==> src/rtl/cic_pkg.sv <==
// -----------------------------------------------------------------------------
// cic_pkg
//   Shared elaboration-time helpers for the CIC interpolator.
//   - clog2_f      : ceiling log2 of a positive integer
//   - acc_w_f      : internal comb/integrator width, DATA_WIDTH + N*log2(R)
//   - shift_f      : output slice offset, (N-1)*log2(R), which removes the
//                    R^(N-1) passband gain of the interpolator
//   - params_ok_f  : legal parameter range (R power of two in 2..64, N in 1..6)
// -----------------------------------------------------------------------------
package cic_pkg;

  function automatic int clog2_f(input int value);
    int res;
    res = 0;
    while ((1 << res) < value) res++;
    return res;
  endfunction

  function automatic int acc_w_f(input int data_width, input int r, input int n);
    return data_width + n * clog2_f(r);
  endfunction

  function automatic int shift_f(input int data_width, input int r, input int n);
    // data_width is unused in the formula but kept so all sizing helpers share
    // one call signature.
    return (n - 1) * clog2_f(r) + (data_width - data_width);
  endfunction

  function automatic bit params_ok_f(input int data_width, input int r, input int n);
    return (data_width >= 2) && (r >= 2) && (r <= 64) && ((r & (r - 1)) == 0) &&
           (n >= 1) && (n <= 6);
  endfunction

endpackage

==> src/rtl/cic_interpolator_stage.sv <==
// -----------------------------------------------------------------------------
// cic_integrator_stage
//   One integrator of the high-rate section: acc_o <= acc_o + data_i on every
//   ena_i cycle. Arithmetic wraps modulo 2^WIDTH, which the CIC structure
//   relies on (the final result is exact despite intermediate wrap).
// Ports
//   clk_i   rising-edge clock
//   rst_i   asynchronous active-high reset, clears the accumulator
//   ena_i   high-rate sample enable; accumulator frozen when low
//   data_i  WIDTH-bit addend (upsampled comb output or previous integrator)
//   acc_o   registered accumulator value
// -----------------------------------------------------------------------------
module cic_integrator_stage
  import cic_pkg::*;
#(
  parameter int WIDTH = 16
) (
  input  logic             clk_i,
  input  logic             rst_i,
  input  logic             ena_i,
  input  logic [WIDTH-1:0] data_i,
  output logic [WIDTH-1:0] acc_o
);

  always_ff @(posedge clk_i or posedge rst_i) begin
    if (rst_i) begin
      acc_o <= '0;
    end else if (ena_i) begin
      acc_o <= acc_o + data_i;
    end
  end

endmodule

==> src/rtl/cic_interpolator.sv <==
// -----------------------------------------------------------------------------
// cic_interpolator
//   CIC interpolation filter: N comb stages at the low rate, zero-stuffing
//   upsampler by R, N integrators at the high rate, and a gain-normalising
//   slice back to DATA_WIDTH.
// Parameters
//   DATA_WIDTH  signed sample width (default 8)
//   R           interpolation ratio, power of two 2..64 (default 4)
//   N           comb / integrator stage count, 1..6 (default 3)
// Ports
//   clk_i       rising-edge clock
//   rst_i       asynchronous active-high reset
//   ena_i       high-rate enable, one output sample per ena_i cycle
//   data_i      signed low-rate input sample
//   data_req_o  input request strobe (combinational)
//   data_o      signed output sample (registered)
//   valid_o     registered copy of ena_i
// Build option
//   CIC_INTERP_ROUND_EN  when defined, round half up before the output slice;
//                        otherwise truncate (floor).
// -----------------------------------------------------------------------------
module cic_interpolator
  import cic_pkg::*;
#(
  parameter int DATA_WIDTH = 8,
  parameter int R          = 4,
  parameter int N          = 3
) (
  input  logic                  clk_i,
  input  logic                  rst_i,
  input  logic                  ena_i,
  input  logic [DATA_WIDTH-1:0] data_i,
  output logic                  data_req_o,
  output logic [DATA_WIDTH-1:0] data_o,
  output logic                  valid_o
);

  localparam int LOG2R = clog2_f(R);
  localparam int ACC_W = acc_w_f(DATA_WIDTH, R, N);
  localparam int SHIFT = shift_f(DATA_WIDTH, R, N);

  if (!params_ok_f(DATA_WIDTH, R, N)) begin : g_param_check
    $error("cic_interpolator: unsupported DATA_WIDTH/R/N combination");
  end

  logic [LOG2R-1:0] phase_q;
  logic             capture;
  logic             stuff_tick;
  logic [ACC_W-1:0] x_q;
  logic [ACC_W-1:0] d_q    [N];
  logic [ACC_W-1:0] d_next [N];
  logic [ACC_W-1:0] comb_out;
  logic [ACC_W-1:0] u;
  logic [N-1:0][ACC_W-1:0] integ_q;
  logic [ACC_W-1:0] out_pre;
  logic [DATA_WIDTH-1:0] out_slice;
  logic             unused_out_bits;

  // Request handshake: the block pulls samples itself. data_req_o is high in
  // exactly the cycle data_i is sampled (ena_i with phase 0, outside reset);
  // upstream must present a valid data_i whenever data_req_o is high and
  // there is no back-pressure path.
  assign capture    = ena_i & (phase_q == '0);
  assign stuff_tick = ena_i & (phase_q == LOG2R'(1));
  assign data_req_o = capture & ~rst_i;

  always_ff @(posedge clk_i or posedge rst_i) begin
    if (rst_i) begin
      phase_q <= '0;
      x_q     <= '0;
      for (int j = 0; j < N; j++) d_q[j] <= '0;
    end else begin
      if (ena_i) phase_q <= phase_q + LOG2R'(1);
      if (capture) begin
        x_q <= {{(ACC_W - DATA_WIDTH){data_i[DATA_WIDTH-1]}}, data_i};
        // Delays take the comb taps as seen before x_q updates.
        for (int j = 0; j < N; j++) d_q[j] <= d_next[j];
      end
    end
  end

  // Comb chain: c0 = x_q, c_j = c_{j-1} - d_j. d_next[j] is c_j's input tap.
  always_comb begin
    logic [ACC_W-1:0] comb_run;
    d_next   = '{default: '0};
    comb_run = x_q;
    for (int j = 0; j < N; j++) begin
      d_next[j] = comb_run;
      comb_run  = comb_run - d_q[j];
    end
    comb_out = comb_run;
  end

  // Zero stuffing: the comb result enters the integrators once per R ticks,
  // on the first tick after the capture so the new x_q is already visible.
  assign u = stuff_tick ? comb_out : '0;

  for (genvar k = 0; k < N; k++) begin : g_integ
    logic [ACC_W-1:0] stage_in;
    if (k == 0) begin : g_first
      assign stage_in = u;
    end else begin : g_chain
      assign stage_in = integ_q[k-1];
    end
    cic_integrator_stage #(
      .WIDTH (ACC_W)
    ) u_stage (
      .clk_i  (clk_i),
      .rst_i  (rst_i),
      .ena_i  (ena_i),
      .data_i (stage_in),
      .acc_o  (integ_q[k])
    );
  end

`ifdef CIC_INTERP_ROUND_EN
  // Half an output LSB; evaluates to zero when SHIFT is zero.
  localparam logic [ACC_W-1:0] ROUND_BIAS = ACC_W'((1 << SHIFT) >> 1);
  assign out_pre = integ_q[N-1] + ROUND_BIAS;
`else
  assign out_pre = integ_q[N-1];
`endif

  // The impulse response is all-positive with sum R^N, so after dividing by
  // R^(N-1) the result always fits DATA_WIDTH; the upper bits are redundant.
  assign out_slice       = out_pre[SHIFT +: DATA_WIDTH];
  assign unused_out_bits = ^out_pre;

  always_ff @(posedge clk_i or posedge rst_i) begin
    if (rst_i) begin
      data_o  <= '0;
      valid_o <= 1'b0;
    end else begin
      valid_o <= ena_i;
      if (ena_i) data_o <= out_slice;
    end
  end

endmodule

==> config.mk <==
export PLATFORM = sky130hd
export DESIGN_NAME = cic_interpolator
export DESIGN_NICKNAME = d
export VERILOG_FILES = /design/src/rtl/cic_pkg.sv /design/src/rtl/cic_interpolator_stage.sv /design/src/rtl/cic_interpolator.sv
export SDC_FILE = /design/constraint.sdc
export NUM_CORES = 1
export LEC_CHECK = 0
export BUFFER_PORTS_ARGS = -buffer_cell sky130_fd_sc_hd__buf_4
export CAP_MARGIN = 10
export CORE_ASPECT_RATIO = 0.6
export CORE_MARGIN = 2
export CORE_UTILIZATION = 39
export DETAILED_ROUTE_END_ITERATION = 8
export REMOVE_ABC_BUFFERS = 1
export SLEW_MARGIN = 10
export SYNTH_ARGS = -nofsm -noshare
export SYNTH_HDL_FRONTEND = slang
export SYNTH_SLANG_ARGS = --single-unit
==> constraint.sdc <==
create_clock -name clk_i -period 9.6 [get_ports clk_i]
set_clock_uncertainty 0.2 [all_clocks]
set_input_delay 1.92 -clock clk_i [delete_from_list [all_inputs] [get_ports clk_i]]
set_output_delay 1.92 -clock clk_i [all_outputs]
set_load 0.05 [all_outputs]
# Yosys cells after proc, flatten, opt, wreduce, memory -nomap -nowiden
# Index checks and enable logic that the tools add are counted.
# op_classes
eq_ne,1
mux,1
n_addsub,7
n_reduce_logical,1
n_bitwise,4
# op_table
operator,n
14-bit adder,3
14-bit subtractor,2
14-bit 2-to-1 mux,1
8-bit by 8-bit subtractor with 9-bit output,1
1-bit AND,3
"2-bit by 1-bit adder with 2-bit output, second input constant",1
"2-bit by 1-bit == test with 1-bit output, second input constant",1
2-bit zero test,1
1-bit NOT,1
# totals
output_inout_bits,10
regBits,97
word_cells,24
inputBits,11

# Depth between registers and ports, before layout
# depth
depth_word,5
depth_mapped,30
mapped_depth_nobuf,30

# Hierarchy
# From an unflattened synthesis, not the netlist that was laid out.
# hier_totals
cells_unflattened,746
area_unflattened_um2,6925.4
# modules_own_cells
module,instances,seq_area_each_um2,cells_each,area_each_um2
cic_interpolator,1,1251.2,398,3455.8
cic_integrator_stage at g_integ[1].u_stage ...,2,350.3,116,1139.8
cic_integrator_stage at g_integ[0].u_stage,1,350.3,116,1189.9

# Worst setup path after synthesis
# OpenSTA, ideal clock, no wires.
# synth_timing
path_type,input to output
from,input ena_i
to,output data_req_o
slack_ns,4.415
n_path_buf,2
cell_stages,4
t_required_ns,7.480
arrival_ns,3.065
cell_sequence,nand2_1 -> clkbuf_1 -> clkbuf_1 -> nor2_1
# synth_between
elab_chain_cells,2
# synth_lines
element,line,source
from (decl),cic_interpolator.sv:31,"input logic ena_i,"
1-bit AND,cic_interpolator.sv:63,assign capture = ena_i & (phase_q == '0);
1-bit AND,cic_interpolator.sv:65,assign data_req_o = capture & ~rst_i;
to (decl),cic_interpolator.sv:33,"output logic data_req_o,"
# No other way between the ends.

==> impl_metrics.toml <==
[outcome]
status = "completed"

[yosys]
synth_top_area_share_pct = 36.00
synth.distinct_cells = 46
netlist_area_mm2 = 0.005839
synthTopCellsByArea = "dfrtp_1 36%, ha_1 13%, mux2_2 9.8%"
ys.flop_type = "dfrtp_1"
ys_async_sr_fraction_pct = 100.0
synth_area_leader_cell = "dfrtp_1"
ys_seq_elements = 84
synth_edf_count = 0
yosysWarnings = 0
synthesis.instances = 614
syn_avg_cell_area_um2 = 9.510
seq_area_frac_synth_pct = 36.00

[sta]
finalSetupTns_ns = 0
slew_headroom_pct = 26.11
worst_slack_ns = 3.781
period_needed_ns = 5.819
fmax_mhz = 171.9
drv_slew = 0
rsz0062_at_grt = "false"
finalHoldViolCount = 0
setup_viol = 0
post-route-period-util_pct = 60.61
tightest_slew_ns = 1.107

[critical_path]
cp-end-kind = "flip-flop"
critical_path_arrival_ns = 5.84
reg2reg_depth = 27
critPathKind = "flip-flop to flip-flop"
cp.required_ns = 9.62
startpoint_type = "flip-flop"
critPathMaxFanout = 5

[route]
drt-pass1-iter-count = 5
viasPerCell = 5.128
vias = 4282
drtIter0Drc = 214
wl_mm = 10.91
wl_per_cell_um = 13.07
ant_nets = 0
drc = 0

[place]
preCtsSetupSlack_ns = 3.871
place.port_buffers = 20
hpwl_mm = 7.968
finalWeightedCongestion = 0.8007

[clocking]
cts_buffers = 9
cts-root-buf = "clkbuf_16"
cts-hold-fix-buffers = 0
cts_max_level = 3
cts_buffer_depth = 2
cts_tree = "built"
cts_setup_buffers = 0
cts_sinks = 84
post_cts_resized = 0
clock_latency_ns = 0.34
clk_pin_slew_worst_paths_ns = 0.06

[final_layout]
fin_nets = 713
drive_above_1_share_pct = 15.07
area_growth_pct = 10.73
n_antenna_cell = 0

[global_route]
antenna_found_initial = 0
grt_max_degree = 49
grt_use_met2_pct = 22.09
first_global_vias = 4066
grt_busiest_layer = "met2"
grt_first_pass_wirelength_mm = 19.02
use_met1_pct = 20.87
grt.overflow.total = 0
grtUsageMet3_pct = 3.746
grt_usage_pct = 14.59

[job]
maxCapViolCount = 0

[min_path]
hold_depth = 2
hp-class = "flip-flop to flip-flop"

[die]
coreArea_mm2 = 0.01455
start_util_pct = 40.14
die_w_um = 162.0
num_rows = 34
die_y_um = 98.78
io_pins = 21
die_area_mm2 = 0.01600
-- cells in the final DEF, fill, tap and decap left out, drive strengths merged, types with 14 or more instances in the layout --
cell,netlist,routed
mux2,51,51
o21ai,41,41
dfrtp,84,84
ha,63,63
nand2,49,49
nor3,14,14
buf,5,22
inv,65,64
xnor2,21,21
a21oi,26,26
nor2,44,44
-- path summary, 6_finish.rpt --
path	from	end	slack, ns
max	d_q[29]	g_integ[0].u_stage.acc_o[11]	3.78
min	d_q[21]	d_q[21]	0.28
max reg2reg	d_q[29]	g_integ[0].u_stage.acc_o[11]	3.78
min reg2reg	d_q[21]	d_q[21]	0.28
max in group asynchronous	rst_i	g_integ[2].u_stage.acc_o[4]	6.64
min in group asynchronous	rst_i	x_q[2]	1.48
-- cells in the mapped netlist (7+ instances only) --
| library cell | count |
|---|---|
| a21oi_1 | 26 |
| a31oi_1 | 7 |
| nor2b_1 | 13 |
| nand2_1 | 49 |
| o21a_1 | 13 |
| ha_1 | 63 |
| nor2_1 | 44 |
| a21boi_0 | 9 |
| xnor2_1 | 21 |
| a21o_1 | 8 |
| nor3_1 | 14 |
| o21ai_0 | 41 |
| mux2_2 | 51 |
| inv_1 | 65 |
| dfrtp_1 | 84 |
| o31ai_1 | 13 |
| clkbuf_1 | 9 |
-- final cells by class --
| type | instances | area (um2) |
|---|---|---|
| Tap cell | 198 | 247.7 |
| Multi-Input combinational cell | 451 | 3436 |
| Timing Repair Buffer | 22 | 165.2 |
| Inverter | 65 | 245.2 |
| Clock inverter | 2 | 10.01 |
| Clock buffer | 13 | 260.3 |
| Sequential cell | 84 | 2102 |
| Fill cell | 1403 | 8083 |
-- critical path, cell delays in order, from the launching register on --
cell and delay (ns):
dfrtp_1 0.37, inv_1 0.10, ha_1 0.23, nor2b_1 0.12, o21ai_0 0.21, a21boi_0 0.16, o21ai_0 0.24, a21boi_0 0.16
o21ai_0 0.24, nor3b_1 0.28, nor2_1 0.08, ha_1 0.33, and2_1 0.16, o31ai_1 0.46, o21a_1 0.23, ha_1 0.29
a21o_1 0.18, a31oi_1 0.16, xor2_1 0.18, nor2_1 0.06, ha_1 0.33, nand2_1 0.10, nor2_1 0.04, a211oi_1 0.19
o21ai_0 0.14, nor3_1 0.20, nor3b_2 0.08, xor2_1 0.18
-- per-layer routing --
metal	wire length [um]	vias to the layer above
met5	0	-
met4	99	0
met3	374	10
met2	4703	59
met1	5733	2012
li1	-	2201
-- metrics by stage --
stage / area (um2) / hold WS [ns] / utilization (%) / std cells
after global routing: 6466 / 0.3144 / 44.44 / 835
final: 6466 / 0.2805 / 44.44 / 835
after detailed placement: 6196 / 0.2681 / 42.59 / 820
after CTS: 6466 / 0.2865 / 44.44 / 835
after global placement: 6196 / 0.2659 / 42.59 / 820
after floorplan: 5779 / 0.2466 / - / 600
-- flip-flops by register name (all words and copies together) (netlist names) --
register,count
data_o,8
g_integ.u_stage.acc_o,36
d_q,29
valid_o,1
x_q,8
phase_q,2
-- kinds of logic (layout without fill, tap and decap cells) --
group	count (synthesis)	in the layout	synth area share [%]
AOI/OAI and AO/OA	143	143	15.90
xor gates and xnor gates	27	27	4.050
adders and majority gates	69	69	15.56
buffers and inverters	79	102	5.207
DFF	84	84	36.00
muxes	53	53	10.18
and+or+nand+nor	159	159	13.11
Power is not shown: default switching activity piles up to over one toggle a cycle in this logic, so the estimate is an artifact.
